### src/rtl/uart_rx.sv
// rtl/uart_rx.sv - 8N1 UART receiver on a 16x baud clock with valid/ack handshake
module uart_rx #(
    parameter int DATA_BITS  = 8,
    parameter int OVERSAMPLE = 16
) (
    input  logic                 bclk,
    input  logic                 rst,
    input  logic                 rxd,
    input  logic                 rx_ack,
    output logic [DATA_BITS-1:0] dout,
    output logic                 rx_valid,
    output logic                 frame_err,
    output logic                 overrun,
    output logic                 rx_busy
);

    localparam int CNT_W = $clog2(OVERSAMPLE);
    localparam int IDX_W = (DATA_BITS > 1) ? $clog2(DATA_BITS) : 1;
    localparam logic [CNT_W-1:0] CNT_HALF = CNT_W'(OVERSAMPLE / 2 - 1);
    localparam logic [CNT_W-1:0] CNT_LAST = CNT_W'(OVERSAMPLE - 1);
    localparam logic [IDX_W-1:0] IDX_LAST = IDX_W'(DATA_BITS - 1);

    typedef enum logic [2:0] {
        S_IDLE,
        S_START,
        S_DATA,
        S_STOP,
        S_BREAK
    } state_t;

    state_t               state, state_next;
    logic [CNT_W-1:0]     cnt, cnt_next;
    logic [IDX_W-1:0]     idx, idx_next;
    logic [DATA_BITS-1:0] shift, shift_next;
    logic                 rxd_m, rxd_s;
    logic                 load, bad_stop;

    // Both synchronizer flops reset high so reset never looks like a start bit
    always_ff @(posedge bclk or negedge rst) begin
        if (!rst) begin
            rxd_m <= 1'b1;
            rxd_s <= 1'b1;
        end else begin
            rxd_m <= rxd;
            rxd_s <= rxd_m;
        end
    end

    always_ff @(posedge bclk or negedge rst) begin
        if (!rst) begin
            state <= S_IDLE;
            cnt   <= '0;
            idx   <= '0;
            shift <= '0;
        end else begin
            state <= state_next;
            cnt   <= cnt_next;
            idx   <= idx_next;
            shift <= shift_next;
        end
    end

    always_comb begin
        state_next = state;
        cnt_next   = cnt;
        idx_next   = idx;
        shift_next = shift;
        load       = 1'b0;
        bad_stop   = 1'b0;
        unique case (state)
            S_IDLE: begin
                cnt_next = '0;
                if (!rxd_s) state_next = S_START;
            end
            S_START: begin
                if (cnt == CNT_HALF) begin
                    cnt_next   = '0;
                    idx_next   = '0;
                    state_next = rxd_s ? S_IDLE : S_DATA;
                end else begin
                    cnt_next = cnt + CNT_W'(1);
                end
            end
            S_DATA: begin
                if (cnt == CNT_LAST) begin
                    cnt_next   = '0;
                    shift_next = {rxd_s, shift[DATA_BITS-1:1]};
                    idx_next   = idx + IDX_W'(1);
                    if (idx == IDX_LAST) state_next = S_STOP;
                end else begin
                    cnt_next = cnt + CNT_W'(1);
                end
            end
            S_STOP: begin
                if (cnt == CNT_LAST) begin
                    cnt_next = '0;
                    if (rxd_s) begin
                        load       = 1'b1;
                        state_next = S_IDLE;
                    end else begin
                        bad_stop   = 1'b1;
                        state_next = S_BREAK;
                    end
                end else begin
                    cnt_next = cnt + CNT_W'(1);
                end
            end
            S_BREAK: begin
                cnt_next = '0;
                if (rxd_s) state_next = S_IDLE;
            end
            default: state_next = S_IDLE;
        endcase
    end

    // A byte landing on the ack edge wins: it stays valid and is not an overrun
    always_ff @(posedge bclk or negedge rst) begin
        if (!rst) begin
            dout      <= '0;
            rx_valid  <= 1'b0;
            frame_err <= 1'b0;
            overrun   <= 1'b0;
        end else begin
            frame_err <= bad_stop;
            if (load) begin
                dout     <= shift;
                rx_valid <= 1'b1;
                overrun  <= rx_valid && !rx_ack;
            end else if (rx_ack && rx_valid) begin
                rx_valid <= 1'b0;
                overrun  <= 1'b0;
            end
        end
    end

    assign rx_busy = (state != S_IDLE);

endmodule

### config.mk
export PLATFORM = sky130hd
export DESIGN_NAME = uart_rx
export DESIGN_NICKNAME = d
export VERILOG_FILES = /design/src/rtl/uart_rx.sv
export SDC_FILE = /design/constraint.sdc
export NUM_CORES = 1
export LEC_CHECK = 0
export CAP_MARGIN = 15
export CORE_ASPECT_RATIO = 0.8
export CORE_UTILIZATION = 35
export CTS_BUF_LIST = sky130_fd_sc_hd__clkbuf_16
export DETAILED_ROUTE_END_ITERATION = 6
export SETUP_SLACK_MARGIN = 0.05
export SLEW_MARGIN = 20
export SYNTH_ARGS = -nofsm -noshare
export SYNTH_HDL_FRONTEND = slang
export SYNTH_SLANG_ARGS = --single-unit
### constraint.sdc
create_clock -name bclk -period 2.6 [get_ports bclk]
set_clock_uncertainty 0.1 [all_clocks]
set_input_delay 0.52 -clock bclk [delete_from_list [all_inputs] [get_ports bclk]]
set_output_delay 0.52 -clock bclk [all_outputs]
set_load 0.01 [all_outputs]
---- Word-level counts from Yosys, hierarchy flattened ----
Cells that the tools add are included.
cells by class
  equal/unequal tests ..................... 13
  reductions and logical operators ........ 13
  multiplexer cells ....................... 24
  add/sub/neg operators ................... 2
operator list
  kind                                                             count
  3-bit 2-to-1 mux                                                 9
  3-bit case mux with 5 select lines                               1
  2-bit != test, second input constant                             6
  4-bit case mux with 3 select lines                               1
  1-bit 2-to-1 mux                                                 9
  4-bit 2-to-1 mux                                                 2
  3-bit by 2-bit == test with 1-bit output, second input constant  2
  3-bit == test, second input constant                             2
  3-bit case mux with 2 select lines                               1
  6-bit AND reduction                                              1
  3-bit nonzero test                                               2
  4-bit by 1-bit adder with 4-bit output, second input constant    1
  4-bit by 3-bit == test with 1-bit output, second input constant  1
  4-bit == test, second input constant                             1
  2-bit nonzero test                                               2
  2-bit OR reduction                                               2
  3-bit by 1-bit adder with 3-bit output, second input constant    1
  3-bit by 1-bit == test with 1-bit output, second input constant  1
  3-bit zero test                                                  1
  3-bit AND reduction                                              1
  1-bit logical AND                                                2
  2-bit 2-to-1 mux                                                 1
  2-bit AND reduction                                              1
  1-bit zero test                                                  1
storage, ports and cells
  logic and storage cells ................. 62
  input bits .............................. 4
  register bits ........................... 31
  output and inout port bits .............. 12

---- Logic depth before layout (Yosys ltp) ----
  depth in word-level cells ............... 4
  depth in mapped cells ................... 5
  gate-level depth less buffers ........... 5

---- Least setup slack after synthesis ----
Ideal clock, no wire load.
  path kind ............................... register -> register
  start ................................... register cnt[0]
  end ..................................... register dout[0]
  period minus slack after synthesis ...... 1.759 ns
  required time ........................... 2.375 ns
  data arrival time ....................... 1.534 ns
  stages on the path, launching flop included .. 6
  setup slack ............................. 0.841 ns
  cells stage by stage .................... dfrtp_1 -> ha_1 -> and4_2 -> and4_1 -> buf_4 -> mux2_2
between the ends
  cells in the longest elaborated chain, start to end .. 3
ends and longest elaborated chain
  element                 line  text
  from (decl)             32    logic [CNT_W-1:0] cnt, cnt_next;
  from (signal assigned)  57    cnt <= cnt_next;
  4-bit == test           95    if (cnt == CNT_LAST) begin
  1-bit 2-to-1 mux        95
  1-bit 2-to-1 mux        70    unique case (state)
  to (signal assigned)    126   dout <= shift;
  to (decl)               10    output logic [DATA_BITS-1:0] dout,
No other way between the ends.
A chain may end at the register's enable or synchronous reset.

---- Final worst setup path ----
  start ................................... register state[2]
  end ..................................... output port rx_busy
between the ends
  cells in the longest elaborated chain, start to end .. 1
ends and longest elaborated chain
  element                 line  text
  from (decl)             31    state_t state, state_next;
  from (signal assigned)  56    state <= state_next;
  3-bit nonzero test      136   assign rx_busy = (state != S_IDLE);
  to (decl)               14    output logic rx_busy
No other way between the ends.

==> results.yml <==
run_status:
  outcome: "completed"
timing:
  max_freq_ghz: 0.439
  hold_viol_final: 0
  rsz0062_at_grt: "false"
  finalSetupTns_ns: 0
  finalCritPeriodShare_pct: 87.6
  slew_viol_final: 0
  hold_ws_ns: 0.254
  slew_headroom_pct: 69.9
  min_period_ns: 2.28
  finalSetupViolCount: 0
  worst_pin_slew_ns: 0.451
detailed_routing:
  drc: 0
  dr.pass1.iters: 2
  final_antenna_net_count: 0
  routedWlPerCell_um: 12.9
  vias: 872
  vias_per_cell: 4.82
  routed_wirelength_um: 2330
  first_iter_violations: 43
layout:
  insertedDiodeCount: 0
  finalNonFillerCells: 181
  area_growth_pct: 22.7
  drive_gt1_share_pct: 27.0
  design_area_sq_um: 1740
  fin_nets: 133
clock_tree:
  cts_hold_buf: 0
  clk-insertion-delay-late_ns: 0.27
  clkSinkCount: 31
  cts-root-buf: "clkbuf_16"
  cts_tree: "built"
  cts_inserted_buffers: 5
  clock_path_buffers: 2
  cts_max_level: 2
  cts.repair.resized: 0
  post_cts_buffers: 0
  clkSlewWorstSetupHoldPaths_ns: 0.04
synth:
  synthAdderAreaFrac_pct: 2.64
  synthMuxAreaShare_pct: 16.5
  syn-num-nets: 116
  ys_types: 35
  synth_xor_area_share_pct: 1.23
  synthSimpleGateAreaFrac_pct: 12.7
  ys_warn_count: 0
  ys_ff_latch: 31
  synth_top_family_by_area: "multiplexers"
  synth_compound_area_share_pct: 7.31
  synthesis.area_sq_um: 1420
  ys_seq_area_share_pct: 54.8
  syn_inst: 109
  syn_area_per_cell_sq_um: 13.0
placed_design:
  gp_congestion: 0.738
  dp_hpwl_um: 1620
  numPortBuffers: 15
  placed_cell_area_sq_um: 1590
  dpl.cell_count: 174
setup_path:
  end_kind: "output pin"
  worstPathRequired_ns: 1.98
  critPathKind: "register to output pin"
  crit_chain: "or3_1 -> clkdlybuf4s50_1"
  critPathMaxStageDelay_ns: 0.52
  cp.arrival_ns: 1.66
  worst_path_max_delay_cell: "dfrtp_1"
  crit_path_start_kind: "register"
  worst-path-max-fanout: 11
global_route:
  overflow: 0
  grt_max_degree: 32
  grt_first_pass_wirelength_um: 4170
  grt_pass1_vias: 886
  antenna_found_initial: 0
  grt_use_total_pct: 13.2
floorplanning:
  core_sq_um: 3850
  fp.dieW_um: 73.3
  die_h_um: 59
  die_area_sq_um: 4320
  start_util_pct: 36.9
  num_io_pins: 16
  rows: 20
power:
  p_leak_nw: 0.796
  ir_worst_vdd_mv: 0.449
  power.density_nw_per_um2: 903
job:
  max_cap_violations: 0
min_path:
  hold_path.class: "register to register"
-- cell type report --
cell class	count	area (sq um)
Sequential cell	31	778
Clock buffer	5	125
Clock inverter	2	33.8
Tap cell	55	68.8
Multi-Input combinational cell	70	573
Timing Repair Buffer	16	158
Fill cell	358	2110
Inverter	2	7.51
-- per-stage QoR --
stage	power (mW)	setup slack [ns]	utilization [%]
6_report	1.58	0.324	45.3
5_1_grt	1.67	0.262	45.3
4_1_cts	1.60	0.301	45.3
3_5_place_dp	0.965	0.520	41.1
3_3_place_gp	0.955	0.577	41.1
2_1_floorplan	0.916	0.841	-
-- final timing paths --
path / from / endpoint / slack, ns / depth (start not counted)
max: state[2] / rx_busy / 0.32 / 2
min: rxd_m / rxd_s / 0.25 / 0
max reg2reg: cnt[0] / dout[6] / 0.53 / 4
min reg2reg: rxd_m / rxd_s / 0.25 / 0
max in group asynchronous: rst / rxd_m / 1.54 / 2
min in group asynchronous: rst / cnt[3] / 0.54 / 2
-- synth_stat cells (all sizes together) --
library cell	n	area, sq um
a211oi	1	20.0
a21oi	2	10.0
a2bb2oi	1	8.76
a311oi	1	8.76
a31oi	1	6.26
a32o	1	10.0
a41oi	1	8.76
and3	2	15.0
and4	2	18.8
buf	5	48.8
clkbuf	1	13.8
dfrtp	29	726
dfstp	2	52.6
ha	3	37.5
inv	2	7.51
mux2	19	214
mux2i	2	20.0
nand2	9	33.8
nand2b	1	6.26
nand3	4	20.0
nand3b	3	22.5
nor2	5	18.8
nor2b	1	6.26
nor4b	1	8.76
o21a	1	7.51
o21bai	1	7.51
o311ai	1	8.76
o31ai	1	7.51
or2	1	6.26
or3	2	12.5
or3b	1	11.3
xnor2	1	8.76
xor2	1	8.76
-- state kept, by name, indices dropped and copies added, names as in the netlist --
name	count
cnt	4
dout	8
frame_err	1
idx	3
overrun	1
rx_valid	1
rxd_m	1
rxd_s	1
shift	8
state	3
-- logic make-up after synthesis --
kind of cell,Yosys count
simple gates,32
flops,31
mux,21
compound gates,12
buf+inv,8
fa+ha+maj,3
xor+xnor,2
-- critical path: cells and delay by family (launching register included) --
kind / cells / cell delay (ns)
buffers and inverters: 1 / 0.48
DFF: 1 / 0.52
and+or+nand+nor: 1 / 0.39
-- power breakdown --
part           switching (mW)  leakage, nW  internal [mW]
registers               0.105        0.412          0.552
logic                   0.132        0.302          0.166
clock network           0.180       0.0811          0.441
total                   0.417        0.796           1.16
-- per-layer routing --
| metal | GRT usage (%) | up-vias | routed length [um] |
|---|---|---|---|
| met2 | 21.7 | 8 | 1190 |
| met3 | 4.08 | 6 | 62 |
| met1 | 15.8 | 436 | 1020 |
| li1 | - | 422 | - |
| met5 | 0 | - | 0 |
| met4 | 6.72 | 0 | 52 |
-- placed cells by master, fill, tap and decap left out, drive strengths merged, types with 2 or more instances in the layout --
master and n:
dfrtp 29, nand2 9, nand3 4, clkbuf 5
and4 2, nand3b 3, ha 3, or3 2
dfstp 2, mux2i 2, nor2 5, mux2 19
and3 2, clkdlybuf4s50 15, inv 3, a21oi 2
Note: power is estimated with default switching activity, not from simulation.
